### src/rtl/eth_hdr_pkg.sv
// rtl/eth_hdr_pkg.sv - sync-header constants, monitor FSM states and header classifier
package eth_hdr_pkg;

   localparam logic [1:0] SYNC_DATA = 2'b01;
   localparam logic [1:0] SYNC_CTRL = 2'b10;

   typedef enum logic {
      IDLE = 1'b0,
      RUN  = 1'b1
   } hdr_mon_state_t;

   // Only the two transition patterns are legal 64b/66b sync headers.
   function automatic logic hdr_is_valid(input logic [1:0] hdr);
      return (hdr == SYNC_DATA) || (hdr == SYNC_CTRL);
   endfunction

endpackage

### src/rtl/sat_counter.sv
// rtl/sat_counter.sv - up counter that sticks at all-ones; clr wins over inc
module sat_counter #(
   parameter int WIDTH = 16
) (
   input  logic             clk,
   input  logic             rst,
   input  logic             inc,
   input  logic             clr,
   output logic [WIDTH-1:0] q
);

   always_ff @(posedge clk or posedge rst) begin
      if (rst) begin
         q <= '0;
      end else if (clr) begin
         q <= '0;
      end else if (inc && (q != '1)) begin
         q <= q + 1'b1;
      end
   end

endmodule

### src/rtl/serdes_hdr_err_monitor.sv
// rtl/serdes_hdr_err_monitor.sv - windowed valid/invalid sync-header counter with burst and high-BER result
module serdes_hdr_err_monitor
   import eth_hdr_pkg::*;
#(
   parameter int HDR_WIDTH    = 2,
   parameter int WINDOW_WIDTH = 16,
   parameter int COUNT_WIDTH  = 16
) (
   input  logic                    rx_clk,
   input  logic                    rx_rst,
   input  logic [HDR_WIDTH-1:0]    serdes_rx_hdr,
   input  logic                    serdes_rx_hdr_valid,
   input  logic [WINDOW_WIDTH-1:0] cfg_window,
   input  logic [COUNT_WIDTH-1:0]  cfg_thresh,
   input  logic                    cfg_continuous,
   input  logic                    start,
   output logic                    busy,
   output logic                    done,
   output logic [COUNT_WIDTH-1:0]  valid_count,
   output logic [COUNT_WIDTH-1:0]  invalid_count,
   output logic [COUNT_WIDTH-1:0]  max_burst,
   output logic                    high_ber
);

   hdr_mon_state_t          state_q, state_d;
   logic [WINDOW_WIDTH-1:0] win_q;
   logic [WINDOW_WIDTH-1:0] blk_q;
   logic                    cont_q;
   logic [COUNT_WIDTH-1:0]  valid_q, inv_q, run_q, burst_q;
   logic [COUNT_WIDTH-1:0]  valid_fin, inv_fin, run_fin, burst_fin;
   logic                    qual, hdr_ok, start_ok, win_end, cnt_clr;
   logic                    inc_valid, inc_inv;

   assign qual      = (state_q == RUN) && serdes_rx_hdr_valid;
   assign hdr_ok    = hdr_is_valid(serdes_rx_hdr[1:0]);
   assign start_ok  = (state_q == IDLE) && start && (cfg_window != '0);
   assign win_end   = qual && (blk_q == win_q - 1'b1);
   assign cnt_clr   = start_ok || win_end;
   assign inc_valid = qual && hdr_ok;
   assign inc_inv   = qual && !hdr_ok;
   assign busy      = (state_q == RUN);

   sat_counter #(.WIDTH(COUNT_WIDTH)) u_valid_cnt (
      .clk(rx_clk), .rst(rx_rst), .inc(inc_valid), .clr(cnt_clr), .q(valid_q)
   );

   sat_counter #(.WIDTH(COUNT_WIDTH)) u_inv_cnt (
      .clk(rx_clk), .rst(rx_rst), .inc(inc_inv), .clr(cnt_clr), .q(inv_q)
   );

   sat_counter #(.WIDTH(COUNT_WIDTH)) u_run_cnt (
      .clk(rx_clk), .rst(rx_rst), .inc(inc_inv), .clr(cnt_clr || inc_valid), .q(run_q)
   );

   // Counts including the block on the current edge, so the closing block lands in the results.
   assign valid_fin = valid_q + COUNT_WIDTH'(inc_valid && (valid_q != '1));
   assign inv_fin   = inv_q + COUNT_WIDTH'(inc_inv && (inv_q != '1));
   assign run_fin   = run_q + COUNT_WIDTH'(inc_inv && (run_q != '1));
   assign burst_fin = (inc_inv && (run_fin > burst_q)) ? run_fin : burst_q;

   always_ff @(posedge rx_clk or posedge rx_rst) begin
      if (rx_rst) begin
         state_q <= IDLE;
      end else begin
         state_q <= state_d;
      end
   end

   always_comb begin
      state_d = state_q;
      case (state_q)
         IDLE:    if (start_ok) state_d = RUN;
         RUN:     if (win_end && !cont_q) state_d = IDLE;
         default: state_d = IDLE;
      endcase
   end

   always_ff @(posedge rx_clk or posedge rx_rst) begin
      if (rx_rst) begin
         win_q   <= '0;
         cont_q  <= 1'b0;
         blk_q   <= '0;
         burst_q <= '0;
      end else begin
         if (start_ok) begin
            win_q  <= cfg_window;
            cont_q <= cfg_continuous;
         end
         if (cnt_clr) begin
            blk_q   <= '0;
            burst_q <= '0;
         end else begin
            if (qual) blk_q <= blk_q + 1'b1;
            burst_q <= burst_fin;
         end
      end
   end

   // cfg_thresh is deliberately taken live at window end so it can be retuned mid-window.
   always_ff @(posedge rx_clk or posedge rx_rst) begin
      if (rx_rst) begin
         done          <= 1'b0;
         valid_count   <= '0;
         invalid_count <= '0;
         max_burst     <= '0;
         high_ber      <= 1'b0;
      end else begin
         done <= win_end;
         if (win_end) begin
            valid_count   <= valid_fin;
            invalid_count <= inv_fin;
            max_burst     <= burst_fin;
            high_ber      <= (cfg_thresh != '0) && (inv_fin >= cfg_thresh);
         end
      end
   end

endmodule

### config.mk
export PLATFORM = sky130hd
export DESIGN_NAME = serdes_hdr_err_monitor
export DESIGN_NICKNAME = d
export VERILOG_FILES = /design/src/rtl/eth_hdr_pkg.sv /design/src/rtl/sat_counter.sv /design/src/rtl/serdes_hdr_err_monitor.sv
export SDC_FILE = /design/constraint.sdc
export NUM_CORES = 1
export LEC_CHECK = 0
export CAP_MARGIN = 20
export CORE_UTILIZATION = 60
export DETAILED_ROUTE_END_ITERATION = 8
export GPL_TIMING_DRIVEN = 0
export PLACE_DENSITY_LB_ADDON = 0.08
export SYNTH_ARGS = -nofsm -noshare
export SYNTH_HDL_FRONTEND = slang
export SYNTH_SLANG_ARGS = --single-unit
### constraint.sdc
create_clock -name rx_clk -period 8.7 [get_ports rx_clk]
set_clock_uncertainty 0.1 [all_clocks]
set_input_delay 1.305 -clock rx_clk [delete_from_list [all_inputs] [get_ports rx_clk]]
set_output_delay 1.305 -clock rx_clk [all_outputs]
set_load 0.02 [all_outputs]
==> impl_metrics.json <==
{
  "die-height_um": 122.9,
  "slew_violations": 0,
  "power.leakage_nw": 4.822,
  "netlist_area_um2": 8773,
  "path_max_fanout": 10,
  "synthFlopType": "dfrtp_1",
  "via_per_inst": 5.735,
  "status": "complete, no violations",
  "drc": 0,
  "cts_hold_buf": 0,
  "p_per_area_nw_per_um2": 196.4,
  "cp_data_required_time_ns": 8.88,
  "worstSetupPathType": "input port to flip-flop",
  "synth_area_leaders": "dfrtp_1, ha_1, xnor2_1",
  "synth_warnings": 0,
  "grtUsageMet1": 0.3616,
  "grt_use_met2": 0.4333,
  "grt_pass1_wl_um": 31260,
  "cts_buffers": 17,
  "ios": 90,
  "core_area_um2": 14100,
  "final_util": 0.7457,
  "r2r-start": "busy",
  "syn_nets": 964,
  "met3_usage": 0.05766,
  "worstPathArrival_ns": 6.75,
  "worstPathCellList": "clkdlybuf4s50_1 > xor2_1 > or2_2 > clkbuf_1 > a21oi_1 > ha_1 > nand3_1 > nor3_1 > nand2_1 > xnor2_1 > ha_1 > a21o_1 > a21oi_1 > o221ai_1 > a22oi_1 > clkbuf_1 > mux2i_1 > o21ai_0",
  "top_usage_layer": "met2",
  "portBuffers": 89,
  "synthTopCellsByCount": "dfrtp_1, nor2_1, xnor2_1, xor2_1, nand2_1",
  "slew_headroom": 0.3845,
  "yosysTopAreaCell": "dfrtp_1",
  "end_kind": "flip-flop",
  "min_from": "valid_count[4]",
  "rsz0062_at_grt": "no",
  "avgSynthCellArea_um2": 9.947,
  "avgRoutedWirePerCell_um": 16.08,
  "synth_seq_cells": 148,
  "syn_inst": 882,
  "hold_viol": 0,
  "drt_iter0_markers": 321,
  "grt_pass1_vias": 6545,
  "die_x_um": 122.9,
  "critPathMaxStageDelay_ns": 0.76,
  "max_freq_ghz": 0.1523,
  "dieArea_um2": 15110,
  "path_clk_slew_ns": 0.07,
  "ys_async_sr_fraction": 1.000,
  "min_period_over_period": 0.7549,
  "routed_wl_um": 19040,
  "drv_cap": 0,
  "tns_ns": 0,
  "synthToLayoutAreaGrowth_pct": 19.81,
  "ir_drop_mv": 0.1536,
  "num_rows": 43,
  "synthMostInstantiatedCell": "dfrtp_1",
  "final_nets": 1073,
  "dp_hpwl_um": 13610,
  "setup_viol": 0,
  "clk-insertion-delay-late_ns": 0.42,
  "numClockSinks": 148,
  "antenna_found_initial": 0,
  "grt.total_usage": 0.2675,
  "ctsHtreeMaxLevel": 4,
  "post-cts-setup-buffers": 0,
  "gp_congestion": 0.8909,
  "cts_max_path_buffers": 2,
  "synth_top_area_share": 0.4221,
  "post_cts_resized": 0,
  "drive_gt1_frac": 0.08665,
  "tightest_slew_ns": 0.9233,
  "yosysUniqueCellTypes": 63,
  "synth_edf_count": 0,
  "critPathLaunch": "serdes_rx_hdr[1]",
  "period_needed_ns": 6.567,
  "dr_total_vias": 6790,
  "yosysSeqAreaShare": 0.4221,
  "cts-root-buf": "clkbuf_16",
  "grt-ovfl-total": 0,
  "hold_class": "flip-flop to flip-flop",
  "firstDrtPassIters": 4,
  "critPathSlowestCell": "a22oi_1",
  "start_util": 0.6224,
  "ant_nets": 0,
  "worstSetupStartpointType": "input port",
  "antennaDiodeCount": 0,
  "cts_tree": "done",
  "grt_max_degree": 100
}
logic make-up after synthesis:
group / Yosys count / share of synthesized area
buf+inv: 94 / 0.04906
xor+xnor: 123 / 0.1245
fa+ha+maj: 43 / 0.06132
simple gates: 309 / 0.1815
flops: 148 / 0.4221
mux: 65 / 0.08072
compound gates: 100 / 0.08072
final cells by class:
type,count,area (µm²)
tap,180,225.2
clock inverter,13,146.4
sequential,148,3704
multi-input combinational,640,4639
fill,1052,3585
buffer,50,265.3
clock buffer,19,442.9
inverter,44,170.2
timing repair buffer,90,918.4
sequential cells by signal (all words and copies together), names as in the netlist:
signal         count
cont_q             1
invalid_count     16
high_ber           1
win_q             16
busy               1
burst_q           16
u_run_cnt.q       16
u_inv_cnt.q       16
max_burst         16
done               1
blk_q             16
valid_count       16
u_valid_cnt.q     16
per-stage QoR:
step / hold slack, ns / power [mW] / area, µm² / cells / setup slack [ns]
final: 0.3844 / 2.064 / 10510 / 1184 / 2.133
after global routing: 0.4002 / 2.164 / 10510 / 1184 / 1.740
after CTS: 0.3880 / 2.073 / 10510 / 1184 / 2.157
after detailed placement: 0.3737 / 1.333 / 9922 / 1152 / 1.708
after global placement: 0.3678 / 1.318 / 9889 / 1151 / 1.338
after floorplan: 0.3774 / 1.199 / 8773 / 882 / 3.151
final timing paths:
check | end | slack [ns] | cells after the start
worst max register to register | max_burst[14] | 3.01 | 17
worst max-delay path | max_burst[14] | 2.13 | 18
max in group asynchronous | burst_q[6] | 6.47 | 3
worst min register to register | valid_count[4] | 0.38 | 1
min in group asynchronous | invalid_count[12] | 1.19 | 2
worst min-delay path | valid_count[4] | 0.38 | 1
placed cells by master, fill, tap and decap left out, types with 25 or more instances in the layout:
| cell type | count |
|---|---|
| nor2_1 | 83 |
| nand3_1 | 38 |
| dfrtp_1 | 148 |
| xnor2_1 | 61 |
| o21ai_0 | 25 |
| clkbuf_1 | 34 |
| nand4_1 | 33 |
| ha_1 | 43 |
| clkdlybuf4s50_1 | 89 |
| inv_1 | 43 |
| nand2_1 | 51 |
| mux2_1 | 32 |
| xor2_1 | 61 |
report_power, final:
part	switching [mW]	total, mW	internal, mW	leakage, nW
registers	0.0824	0.836	0.754	2.01
clock network	0.299	0.733	0.434	0.279
logic	0.279	0.495	0.216	2.53
routing by layer:
metal / vias up / wire, µm
li1: 3315 / -
met1: 3275 / 9066
met2: 175 / 8757
met3: 25 / 938
met4: 0 / 281
met5: - / 0
critical path: cells and delay by family:
family | cells | cell delay [ns]
xor+xnor | 2 | 0.44
fa+ha+maj | 2 | 0.61
compound gates | 6 | 1.86
buf+inv | 3 | 1.25
simple gates | 4 | 0.92
mux | 1 | 0.35
Power figures use the tool's default switching activity.
